File: config.mk
export PLATFORM = sky130hd
export DESIGN_NAME = counter_event_coalescer
export DESIGN_NICKNAME = d
export VERILOG_FILES = /design/src/rtl/counter_pkg.sv /design/src/rtl/counter_evt_popcount.sv /design/src/rtl/counter_event_coalescer.sv
export SDC_FILE = /design/constraint.sdc
export NUM_CORES = 1
export LEC_CHECK = 0
export CELL_PAD_IN_SITES_DETAIL_PLACEMENT = 0
export CELL_PAD_IN_SITES_GLOBAL_PLACEMENT = 1
export CORE_MARGIN = 4
export CORE_UTILIZATION = 29
export CTS_BUF_LIST = sky130_fd_sc_hd__clkbuf_4 sky130_fd_sc_hd__clkbuf_8
export CTS_CLUSTER_DIAMETER = 60
export DETAILED_ROUTE_END_ITERATION = 10
export GPL_ROUTABILITY_DRIVEN = 0
export GPL_TIMING_DRIVEN = 0
export PLACE_DENSITY_LB_ADDON = 0.1
export RECOVER_POWER = 100
export SLEW_MARGIN = 40
export SYNTH_ARGS = -nofsm -noshare
export SYNTH_HDL_FRONTEND = slang
export SYNTH_HIERARCHICAL = 1
export SYNTH_SLANG_ARGS = --single-unit
File: constraint.sdc
create_clock -name clk -period 7.7 [get_ports clk]
set_input_delay 1.155 -clock clk [delete_from_list [all_inputs] [get_ports clk]]
set_output_delay 1.155 -clock clk [all_outputs]
set_load 0.005 [all_outputs]
File: src/rtl/counter_pkg.sv
// Shared types, constants and the saturating adder for the counter event coalescer.
// Optional feature macro used by the coalescer: COUNTER_COALESCE_NET_EN.
package counter_pkg;

  localparam int unsigned DEF_NUM_SRC = 4;
  localparam int unsigned DEF_PEND_W  = 5;
  localparam int unsigned DEF_VALUE_W = 4;
  localparam int unsigned DEF_STEP_W  = 2;

  localparam int unsigned STEP_MAX = (32'd1 << DEF_STEP_W) - 32'd1;
  localparam int unsigned PEND_MAX = (32'd1 << DEF_PEND_W) - 32'd1;

  typedef enum logic {
    RUN  = 1'b0,
    LOAD = 1'b1
  } coalesce_state_t;

  // Adds at PEND_W+1 bits and clamps to PEND_MAX.
  // Result MSB is the saturation flag, the low DEF_PEND_W bits are the clamped sum.
  function automatic logic [DEF_PEND_W:0] sat_add(
    input logic [DEF_PEND_W-1:0] base,
    input logic [DEF_PEND_W-1:0] add
  );
    logic [DEF_PEND_W:0] sum;
    logic [DEF_PEND_W:0] res;
    sum = {1'b0, base} + {1'b0, add};
    if (sum > (DEF_PEND_W + 1)'(PEND_MAX)) begin
      res = {1'b1, DEF_PEND_W'(PEND_MAX)};
    end else begin
      res = {1'b0, sum[DEF_PEND_W-1:0]};
    end
    return res;
  endfunction

endpackage

File: src/rtl/counter_evt_popcount.sv
// Combinational population count of one event vector.
module counter_evt_popcount
  import counter_pkg::*;
#(
  parameter int unsigned NUM_SRC = DEF_NUM_SRC,
  parameter int unsigned CNT_W   = $clog2(NUM_SRC + 1)
) (
  input  logic [NUM_SRC-1:0] evt,
  output logic [CNT_W-1:0]   cnt
);

  // Sum the set bits of the event vector.
  always_comb begin
    cnt = '0;
    for (int i = 0; i < int'(NUM_SRC); i++) begin
      cnt = cnt + CNT_W'(evt[i]);
    end
  end

endmodule

File: src/rtl/counter_event_coalescer.sv
// Counter event coalescer: accumulates inc/dec events from NUM_SRC sources into
// saturating pending counts and drains them as registered steps of at most
// 2**STEP_W-1 per cycle; sequences reinit loads into the downstream counter.
// Optional feature: define COUNTER_COALESCE_NET_EN to cancel opposing pending
// events before emission so only the net direction is stepped.
// PEND_W must equal counter_pkg::DEF_PEND_W (the shared saturating adder width).
module counter_event_coalescer
  import counter_pkg::*;
#(
  parameter int unsigned NUM_SRC = DEF_NUM_SRC,
  parameter int unsigned PEND_W  = DEF_PEND_W,
  parameter int unsigned VALUE_W = DEF_VALUE_W,
  parameter int unsigned STEP_W  = DEF_STEP_W
) (
  input  logic               clk,
  input  logic               rst,
  input  logic [NUM_SRC-1:0] inc_evt,
  input  logic [NUM_SRC-1:0] dec_evt,
  input  logic               reinit_req,
  input  logic [VALUE_W-1:0] reinit_value,
  input  logic               hold,
  output logic               incr_valid,
  output logic [STEP_W-1:0]  incr,
  output logic               decr_valid,
  output logic [STEP_W-1:0]  decr,
  output logic               reinit,
  output logic [VALUE_W-1:0] initial_value,
  output logic [PEND_W-1:0]  pend_inc,
  output logic [PEND_W-1:0]  pend_dec,
  output logic               overflow
);

  localparam int unsigned CNT_W    = $clog2(NUM_SRC + 1);
  localparam int unsigned STEP_LIM = (32'd1 << STEP_W) - 32'd1;

  coalesce_state_t    state_q, state_d;
  logic [PEND_W-1:0]  pend_inc_q, pend_inc_d;
  logic [PEND_W-1:0]  pend_dec_q, pend_dec_d;
  logic               overflow_q, overflow_d;
  logic               incr_valid_q, incr_valid_d;
  logic [STEP_W-1:0]  incr_q, incr_d;
  logic               decr_valid_q, decr_valid_d;
  logic [STEP_W-1:0]  decr_q, decr_d;
  logic               reinit_q, reinit_d;
  logic [VALUE_W-1:0] init_val_q, init_val_d;

  logic [CNT_W-1:0]   ni_s, nd_s;
  logic [PEND_W-1:0]  net_inc_s, net_dec_s;
  logic [PEND_W-1:0]  ei_s, ed_s;
  logic [PEND_W:0]    inc_sum_s, dec_sum_s;

  counter_evt_popcount #(.NUM_SRC(NUM_SRC), .CNT_W(CNT_W)) u_pop_inc (
    .evt (inc_evt),
    .cnt (ni_s)
  );

  counter_evt_popcount #(.NUM_SRC(NUM_SRC), .CNT_W(CNT_W)) u_pop_dec (
    .evt (dec_evt),
    .cnt (nd_s)
  );

  // Next-state: reinit sequencing, optional netting, emission and saturating accumulation.
  always_comb begin
    state_d      = state_q;
    pend_inc_d   = pend_inc_q;
    pend_dec_d   = pend_dec_q;
    overflow_d   = overflow_q;
    incr_valid_d = 1'b0;
    incr_d       = '0;
    decr_valid_d = 1'b0;
    decr_d       = '0;
    reinit_d     = 1'b0;
    init_val_d   = init_val_q;
    net_inc_s    = pend_inc_q;
    net_dec_s    = pend_dec_q;
    ei_s         = '0;
    ed_s         = '0;
    inc_sum_s    = '0;
    dec_sum_s    = '0;

    if (reinit_req) begin
      // Reload from either state: flush pending, drop this cycle's events.
      state_d    = LOAD;
      pend_inc_d = '0;
      pend_dec_d = '0;
      overflow_d = 1'b0;
      init_val_d = reinit_value;
      reinit_d   = 1'b1;
    end else begin
      case (state_q)
        RUN: begin
          state_d = RUN;
`ifdef COUNTER_COALESCE_NET_EN
          if (pend_inc_q < pend_dec_q) begin
            net_inc_s = '0;
            net_dec_s = pend_dec_q - pend_inc_q;
          end else begin
            net_inc_s = pend_inc_q - pend_dec_q;
            net_dec_s = '0;
          end
`endif
          if (hold) begin
            ei_s = '0;
            ed_s = '0;
          end else begin
            ei_s = (net_inc_s > PEND_W'(STEP_LIM)) ? PEND_W'(STEP_LIM) : net_inc_s;
            ed_s = (net_dec_s > PEND_W'(STEP_LIM)) ? PEND_W'(STEP_LIM) : net_dec_s;
          end
        end
        LOAD: begin
          // The counter is loading this cycle: no steps, events still accumulate.
          state_d = RUN;
        end
        default: begin
          state_d = RUN;
        end
      endcase

      inc_sum_s    = sat_add(net_inc_s - ei_s, PEND_W'(ni_s));
      dec_sum_s    = sat_add(net_dec_s - ed_s, PEND_W'(nd_s));
      pend_inc_d   = inc_sum_s[PEND_W-1:0];
      pend_dec_d   = dec_sum_s[PEND_W-1:0];
      overflow_d   = overflow_q | inc_sum_s[PEND_W] | dec_sum_s[PEND_W];
      incr_d       = ei_s[STEP_W-1:0];
      incr_valid_d = (ei_s != '0);
      decr_d       = ed_s[STEP_W-1:0];
      decr_valid_d = (ed_s != '0);
    end
  end

  // State and output registers with synchronous reset.
  always_ff @(posedge clk) begin
    if (rst) begin
      state_q      <= RUN;
      pend_inc_q   <= '0;
      pend_dec_q   <= '0;
      overflow_q   <= 1'b0;
      incr_valid_q <= 1'b0;
      incr_q       <= '0;
      decr_valid_q <= 1'b0;
      decr_q       <= '0;
      reinit_q     <= 1'b0;
      init_val_q   <= '0;
    end else begin
      state_q      <= state_d;
      pend_inc_q   <= pend_inc_d;
      pend_dec_q   <= pend_dec_d;
      overflow_q   <= overflow_d;
      incr_valid_q <= incr_valid_d;
      incr_q       <= incr_d;
      decr_valid_q <= decr_valid_d;
      decr_q       <= decr_d;
      reinit_q     <= reinit_d;
      init_val_q   <= init_val_d;
    end
  end

  assign incr_valid    = incr_valid_q;
  assign incr          = incr_q;
  assign decr_valid    = decr_valid_q;
  assign decr          = decr_q;
  assign reinit        = reinit_q;
  assign initial_value = init_val_q;
  assign pend_inc      = pend_inc_q;
  assign pend_dec      = pend_dec_q;
  assign overflow      = overflow_q;

endmodule
Word-level counts from Yosys, hierarchy flattened
Index checks and enable logic that the tools add are counted.
- logic and storage cells: 41
- output and inout bits: 22
- memories: 0
- bits of input ports: 16
- bits in read-only memories: 0
- bits in writable memories: 0
- register bits: 22
- bits in latches: 0
- order comparisons: 4
- bitwise operators: 2
- add/subtract/negate cells: 10
- equality and inequality tests: 0
- divide/modulo/power cells: 0
- shift operators: 0
- reductions and logical operators: 3
- multipliers: 0
- multiplexer cells: 13
- operators with widths (operator ; number):
    $mux 5 ; 8
    $mux 6 ; 4
    $add 3x1->3 ; 4
    $add 5x3->6 ; 2
    $gt 6x5->1 const B ; 2
    $gt 5x2->1 const B ; 2
    $reduce_bool 5->1 ; 2
    $sub 5x5->5 ; 2
    $add 1x1->2 ; 2
    $or 1x1->1 ; 2
    $reduce_or 2->1 ; 1
    $mux 1 ; 1

Logic depth before layout (Yosys ltp)
Gate-level depths: netlist (run 1).
- depth in word-level cells: 12
- gate-level depth with buffers: 12
- mapped depth without buffers: 12

By module
Netlist (run 1), hierarchy kept.
- modules (own cells, without submodules) (module ; area each (µm²) ; cells each ; times used ; sequential area each (µm²)):
    counter_event_coalescer ; 1227.4 ; 125 ; 1 ; 440.4
    counter_evt_popcount ; 63.8 ; 8 ; 2 ; 0.0

Worst setup path before layout (run 1)
No wires, ideal clock.
- path kind: input to register
- start: input port hold
- end: register overflow_q, in the netlist overflow
- stages: 12
- buffers on the path: 0
- data required time: 7.580 ns
- library setup time: 0.120 ns
- arrival: 3.229 ns
- setup slack: 4.351 ns
- cells stage by stage: nor2_1 -> o21ai_0 -> inv_1 -> ha_1 -> inv_1 -> fa_1 -> xor2_1 -> ha_1 -> a21oi_1 -> nand2_1 -> and3_4 -> o31a_1
- cells in the longest elaborated chain, start to end: 10
- elaborated cells between the ends (all ways): 18
- those cells by class: 4 x add/sub; 2 x order compare; 10 x mux; 2 x bitwise
- ends and longest elaborated chain (what ; line ; source):
    start, declared ; counter_event_coalescer.sv:21 ; input logic hold,
    $mux 5 ; counter_event_coalescer.sv:102 ; if (hold) begin
    $mux 5 ; counter_event_coalescer.sv:90 ; case (state_q)
    $mux 5 ; counter_event_coalescer.sv:81 ; if (reinit_req) begin
    $sub 5x5->5 ; counter_event_coalescer.sv:119 ; inc_sum_s = sat_add(net_inc_s - ei_s, PEND_W'(ni_s));
    $add 5x3->6 ; counter_pkg.sv:26 ; sum = {1'b0, base} + {1'b0, add};
    $gt 6x5->1 ; counter_pkg.sv:27 ; if (sum > (DEF_PEND_W + 1)'(PEND_MAX)) begin
    $mux 6 ; counter_pkg.sv:27 ;
    $mux 6 ; counter_event_coalescer.sv:81 ;
    $or 1x1->1 ; counter_event_coalescer.sv:123 ; overflow_d = overflow_q | inc_sum_s[PEND_W] | dec_sum_s[PEND_W];
    $or 1x1->1 * ; counter_event_coalescer.sv:123 ;
    end signal, assigned ; counter_event_coalescer.sv:148 ; overflow_q <= overflow_d;
    end, declared ; counter_event_coalescer.sv:39 ; logic overflow_q, overflow_d;
Mark *: on every way between the ends. The rest lies on a longest branch, timed or not. The select of a mux whose other input is x is not followed.
A chain may end at the register's enable or synchronous reset.

Final worst setup path (run 1)
Same ends and word-level chain as after synthesis.

==> results of run 1 <==
[synthesized netlist by cell type]
library cell and n:
dfxtp_1 22, ha_1 18, inv_1 18, nor2_1 15, a21oi_1 10, fa_1 6
o21a_1 6, xor2_1 6, o21ai_0 5, mux2i_1 4, a21o_1 3, a21oi_2 3
and3_4 2, nand2_1 2, nand2b_1 2, nand3_1 2, nor2b_1 2, or3_1 2
xor2_2 2, a311oi_1 1, buf_2 1, clkbuf_1 1, conb_1 1, nor3_1 1
nor4b_1 1, o21ai_1 1, o21ba_1 1, o31a_1 1, or2_2 1, xnor2_1 1
[through the flow]
step                setup slack [ps]  hold slack [ps]  std cells  power, mW
floorplan                       4351            475.9        144     0.4597
global placement                3683            465.7        232     0.5794
detailed placement              3672            473.3        232     0.5891
CTS                             3947            496.6        236     0.6739
global route                    3501            519.3        236     0.7115
finish                          3775            487.7        236     0.6432
[final cells by class]
type | count | area (sq um) | area share
sequential | 22 | 440.4 | 0.2398
tap | 52 | 65.06 | 0.03542
buffer | 2 | 8.758 | 0.004768
timing repair buffer | 36 | 360.3 | 0.1962
clock buffer | 4 | 55.05 | 0.02997
multi-input combinational | 102 | 839.6 | 0.4571
inverter | 18 | 67.56 | 0.03678
[critical path, delay by kind of cell]
| kind | cells | cell delay [ps] |
|---|---|---|
| XOR/XNOR | 1 | 180 |
| AO/OA/AOI/OAI | 3 | 630 |
| adder cells (fa/ha/maj) | 3 | 880 |
| AND/OR/NAND/NOR | 3 | 550 |
| buffers and inverters | 3 | 680 |
[power by group through the flow]
stage | Combinational [mW] | Sequential [mW] | Clock [mW]
after CTS | 0.424 | 0.166 | 0.0838
after floorplan | 0.293 | 0.167 | 0
after global placement | 0.412 | 0.167 | 0
after global routing | 0.453 | 0.169 | 0.0893
final | 0.400 | 0.164 | 0.0800
after detailed placement | 0.421 | 0.168 | 0
[layer usage]
metal / vias up / track usage / routed length [um] / share of wire
met2: 30 / 0.1740 / 1352 / 0.48
met5: - / 0 / 0 / 0
met1: 502 / 0.1176 / 1260 / 0.44
li1: 547 / - / - / -
met4: 0 / 0.02174 / 17 / 0.0060
met3: 2 / 0.03783 / 205 / 0.072
[state kept, by name (all words and copies together), names as in the netlist]
name	flops
pend_dec	5
pend_inc	5
initial_value	4
decr	2
incr	2
decr_valid	1
incr_valid	1
overflow	1
reinit	1
[cell families (layout without fill, tap and decap cells)]
family                     count (synthesis)  in the layout  synth area share
muxes                                      4              4           0.02955
xor gates and xnor gates                   9              9           0.06925
buffers and inverters                     20             60           0.05632
adders and majority gates                 24             24            0.2549
other                                      1              4          0.002767
and+or+nand+nor                           30             30            0.1136
AOI/OAI and AO/OA                         31             31            0.1487
DFF                                       22             22            0.3250
[path summary, 6_finish.rpt]
check	start	endpoint	slack [ps]	cells past startpoint
worst min register to register	overflow	overflow	490	1
worst max-delay path	hold	overflow	3770	13
worst min-delay path	overflow	overflow	490	1
worst max register to register	pend_inc[4]	overflow	4740	11
==> summary.txt, run 1 <==
Cells and area
  – Layout cells sized above 1: 0.05978
  – N_diodes: 0
  – Fill cell count: 454
  – Most frequent cells in the layout: 24 x dlygate4sd3_1, 22 x dfxtp_1, 18 x inv_1, 18 x ha_1, 15 x nor2_1
  – Fin nets: 225
  – Area Growth Syn to Fin: 35.55%
  – Final Util: 0.4133
  – Design area: 0.001837 sq mm
  – Most common cell after layout, fill and taps aside: dlygate4sd3_1

CTS
  – # hold bufs at CTS: 0
  – Worst-Skew Late Latency: 250 ps
  – Clk root buf: clkbuf_8
  – CTS tree: yes
  – H-tree levels: 1
  – Worst-path clk slew: 70 ps
  – Post-CTS Setup Bufs: 0
  – CTS buffer count: 3
  – CTS Sinks: 22
  – Max Root-Sink Buffers: 2
  – Resized cells post-CTS: 0

Detailed routing
  – Total Routed Length: 2834 um
  – Vias per cell: 4.581
  – Initial DRC Count: 39
  – WL/cell: 12.01 um
  – DRC Markers: 0
  – Detailed Routing Iterations Pass 1: 4
  – Via count: 1081
  – Routed Antenna Nets: 0

Setup path
  – CP max stage delay: 540 ps
  – CP max-delay cell: dlygate4sd3_1
  – CP Max Fanout: 4
  – Critical path required time: 7850 ps
  – Kind of critical path: in2reg
  – Startpoint types: primary input
  – Crit-path cells: dlygate4sd3_1 > nor2_1 > o21ai_0 > inv_1 > ha_1 > inv_1 > fa_1 > xor2_1 > ha_1 > a21oi_1 > nand2_1 > and3_1 > o31a_1
  – Crit path DAT: 4080 ps
  – Worst Setup End Kind: flip-flop

GRT
  – Largest net degree at the start of global routing: 13
  – Total Routing Usage GR: 0.1004
  – GR Overflow Total: 0
  – First-pass GRT wire length: 4802 um
  – Number of global-route vias before repair: 1110
  – Initial antenna violation count: 0

Power and ir drop
  – Pwr Density: 350.2 mW/mm^2
  – Part of the power in combinational logic: 0.621
  – Psw: 0.2626 mW
  – Clock power share: 0.124
  – Switching share of power: 0.4083
  – Leakage power: 0.9200 nW
  – Peak supply drop: 0.1324 mV
  – Sequential share of power: 0.254
  – Power Internal: 0.3805 mW

Placed design
  – IO Port Bufs: 36
  – DP HPWL: 2427 um
  – Placed Area: 0.001792 sq mm

Flow run
  – Max-cap viol count: 0

Timing
  – TNS Setup: 0 ps
  – Max transition margin: 0.6122
  – Post-layout minimum cycle time: 3925 ps
  – Final hold vios: 0
  – Worst slew pin tran: 575.5 ps
  – Final Slew Violations: 0
  – Fin crit share: 0.5098
  – Clock Skew: 0.5580 ps
  – Fmax: 0.2548 GHz
  – Final-report setup violation count: 0
  – Unrepaired setup endpoints after global routing: no

Synthesis
  – Netlist Area Pre-Place: 0.001355 sq mm
  – Avg Cell Area, Syn: 9.610 sq um
  – Yosys top cell by area: dfxtp_1
  – Share of Yosys cell area claimed by the top area cell type: 0.3250
  – Synthesized instance count: 141
  – Library cells used by synthesis: 30
  – Yosys reg bits: 22
  – Post-synthesis sequential area ratio: 0.3250
  – Synth Warn #: 6
  – Top cells by area in the synthesized netlist: dfxtp_1 33%, ha_1 17%, fa_1 8.9%

Die
  – Die H: 76.36 um
  – Core Region: 0.004444 sq mm
  – Die area: 0.005830 sq mm
  – Die width: 76.36 um
  – Boundary Pins: 38
  – Rows: 24
  – Initial Utilization: 0.3049

Hold path
  – Min-Delay Path Class: reg2reg

Run status
  – Status: finished clean
Note: power is estimated with default switching activity, not from simulation.
==> inputs of run 2 (changes only) <==
==> constraint.sdc (replaced) <==
create_clock -name clk -period 3.6 [get_ports clk]
set_input_delay 0.54 -clock clk [delete_from_list [all_inputs] [get_ports clk]]
set_output_delay 0.54 -clock clk [all_outputs]
set_load 0.005 [all_outputs]
==> run 2 against run 1 <==
Sequential share of layout area did not move. Total power rose by 110%. Global-route usage is the same. Register-to-register slack worse by 4100 ps. Die area stayed put. Design area unchanged. Cell count did not move. Clock power rose by 110%. Clock skew unchanged. Critical endpoint unchanged. Largest cell class unchanged. Largest power group unchanged.
==> summary.txt, run 2 (synthesis gave the netlist of run 1 again) <==
Timing
  – Post-layout minimum cycle time: 3174 ps
  – Max transition margin: 0.6122 (unchanged)
  – Final Slew Violations: 0 (unchanged)
  – Final-report setup violation count: 0 (unchanged)
  – Unrepaired setup endpoints after global routing: no (unchanged)
  – Fmax: 0.3150 GHz
  – Final hold vios: 0 (unchanged)
  – Final setup margin: 425.9 ps (was 3775 ps)
  – Clock Skew: 0.5580 ps (unchanged)
  – TNS Setup: 0 ps (unchanged)
  – Worst slew pin tran: 575.5 ps (unchanged)
  – Fin crit share: 0.8817

Cells and area
  – Most common cell after layout, fill and taps aside: dlygate4sd3_1 (unchanged)
  – Design area: 0.001837 sq mm (unchanged)
  – Fin nets: 225 (unchanged)
  – Most frequent cells in the layout: 23 x dlygate4sd3_1, 22 x dfxtp_1, 18 x inv_1, 18 x ha_1, 15 x nor2_1 (was 24 x dlygate4sd3_1, 22 x dfxtp_1, 18 x inv_1, 18 x ha_1, 15 x nor2_1)
  – Area Growth Syn to Fin: 35.55% (unchanged)
  – Final Util: 0.4133 (unchanged)
  – Fin cells: 236 (unchanged)
  – N_diodes: 0 (unchanged)
  – Layout cells sized above 1: 0.05978 (unchanged)

GRT
  – GR Overflow Total: 0 (unchanged)
  – Initial antenna violation count: 0 (unchanged)
  – Total Routing Usage GR: 0.1004 (unchanged)
  – Number of global-route vias before repair: 1110 (unchanged)
  – First-pass GRT wire length: 4802 um (unchanged)
  – Largest net degree at the start of global routing: 13 (unchanged)

Die
  – Core Region: 0.004444 sq mm (unchanged)
  – Die width: 76.36 um (unchanged)
  – Initial Utilization: 0.3049 (unchanged)
  – Die H: 76.36 um (unchanged)
  – Boundary Pins: 38 (unchanged)
  – Rows: 24 (unchanged)
  – Die area: 0.005830 sq mm (unchanged)

Setup path
  – Stages on worst setup path: 13 (unchanged)
  – R2R cell count: 11 (unchanged)
  – Worst Setup End Kind: flip-flop (unchanged)
  – Kind of critical path: in2reg (unchanged)
  – Critical path required time: 3750 ps (was 7850 ps)
  – Startpoint types: primary input (unchanged)
  – Crit path buf inv count: 3 (unchanged)
  – Crit-path cells: clkdlybuf4s50_1 > nor2_1 > o21ai_0 > inv_1 > ha_1 > inv_1 > fa_1 > xor2_1 > ha_1 > a21oi_1 > nand2_1 > and3_1 > o31a_1 (was dlygate4sd3_1 > nor2_1 > o21ai_0 > inv_1 > ha_1 > inv_1 > fa_1 > xor2_1 > ha_1 > a21oi_1 > nand2_1 > and3_1 > o31a_1)
  – Beginning of the worst register-to-register path: pend_inc[4] (unchanged)
  – CP max-delay cell: clkdlybuf4s50_1 (was dlygate4sd3_1)
  – CP Max Fanout: 4 (unchanged)
  – CP max stage delay: 400 ps (was 540 ps)
  – Crit path DAT: 3320 ps (was 4080 ps)
  – Crit. Startpoint: hold (unchanged)
  – CP top delay family: adder cells (unchanged)

Detailed routing
  – Initial DRC Count: 39 (unchanged)
  – Met3 wire length: 205 um (unchanged)
  – Met2 Wirelength: 1352 um (unchanged)
  – Via count: 1081 (unchanged)
  – Top Layer Used: met4 (unchanged)
  – DRC Markers: 0 (unchanged)
  – Vias per cell: 4.581 (unchanged)
  – Total Routed Length: 2835 um (was 2834 um)
  – Detailed Routing Iterations Pass 1: 4 (unchanged)
  – Routed Antenna Nets: 0 (unchanged)
  – WL/cell: 12.01 um (about the same)
  – Metal-1 WL: 1260 um (unchanged)

CTS
  – CTS buffer count: 3 (unchanged)
  – CTS Sinks: 22 (unchanged)
  – Clk root buf: clkbuf_8 (unchanged)
  – # hold bufs at CTS: 0 (unchanged)
  – Worst-Skew Late Latency: 250 ps (about the same)
  – Post-CTS Setup Bufs: 0 (unchanged)
  – Max Root-Sink Buffers: 2 (unchanged)
  – H-tree levels: 1 (unchanged)
  – Resized cells post-CTS: 0 (unchanged)
  – CTS tree: yes (unchanged)
  – Worst-path clk slew: 70 ps (about the same)

Placed design
  – DP HPWL: 2427 um (unchanged)
  – Placed Area: 0.001792 sq mm (unchanged)
  – IO Port Bufs: 36 (unchanged)
  – Post-placement cell count: 232 (unchanged)
  – Dpl ws: 187.2 ps (was 3672 ps)

Hold path
  – Hold path cells: 1 (unchanged)
  – Hold wc startpoint: overflow (unchanged)
  – Min-Delay Path Class: reg2reg (unchanged)

Power and ir drop
  – Leakage power: 0.9198 nW (was 0.9200 nW)
  – Pwr Density: 749.1 mW/mm^2 (was 350.2 mW/mm^2)
  – Peak supply drop: 0.2833 mV (was 0.1324 mV)

Flow run
  – Max-cap viol count: 0 (unchanged)

Run status
  – Status: finished clean (unchanged)
[run 2: layer usage]
metal / global-route usage / vias to the layer above
li1: - / 547
met1: 0.1176 / 502
met2: 0.1740 / 30
met3: 0.03783 / 2
met4: 0.02174 / 0
met5: 0 / -
[run 2: final timing paths]
path              end  slack [ps]
max reg2reg  overflow         640
min reg2reg  overflow         490
min          overflow         490
max          overflow         430
[run 2: where the power goes]
part	internal, mW	total (mW)	switching (mW)
Combinational	0.414	0.855	0.441
Clock	0.0973	0.171	0.0738
Sequential	0.303	0.350	0.0465
[run 2: final cells by class]
type / instances / area (sq um)
clock buffers: 4 / 55.05
repair buffers: 36 / 360.3
multi-input cells: 102 / 839.6
fillers: 454 / 2608
flip-flops and latches: 22 / 440.4
well taps: 52 / 65.06
plain buffers: 2 / 8.758
inverters: 18 / 67.56
[run 2: worst reg2reg max path: cells and delay by family (launching register included)]
| kind | cells | cell delay, ps |
|---|---|---|
| AOI/OAI and AO/OA | 3 | 740 |
| adders and majority gates | 3 | 870 |
| buffers and inverters | 2 | 150 |
| DFF | 1 | 350 |
| and+or+nand+nor | 3 | 760 |
[run 2: metrics by stage]
stage               hold slack [ps]  total power, mW
floorplan                     475.9           0.9833
global placement              465.7            1.239
detailed placement            473.3            1.260
CTS                           496.6            1.441
global route                  519.3            1.522
finish                        487.7            1.376
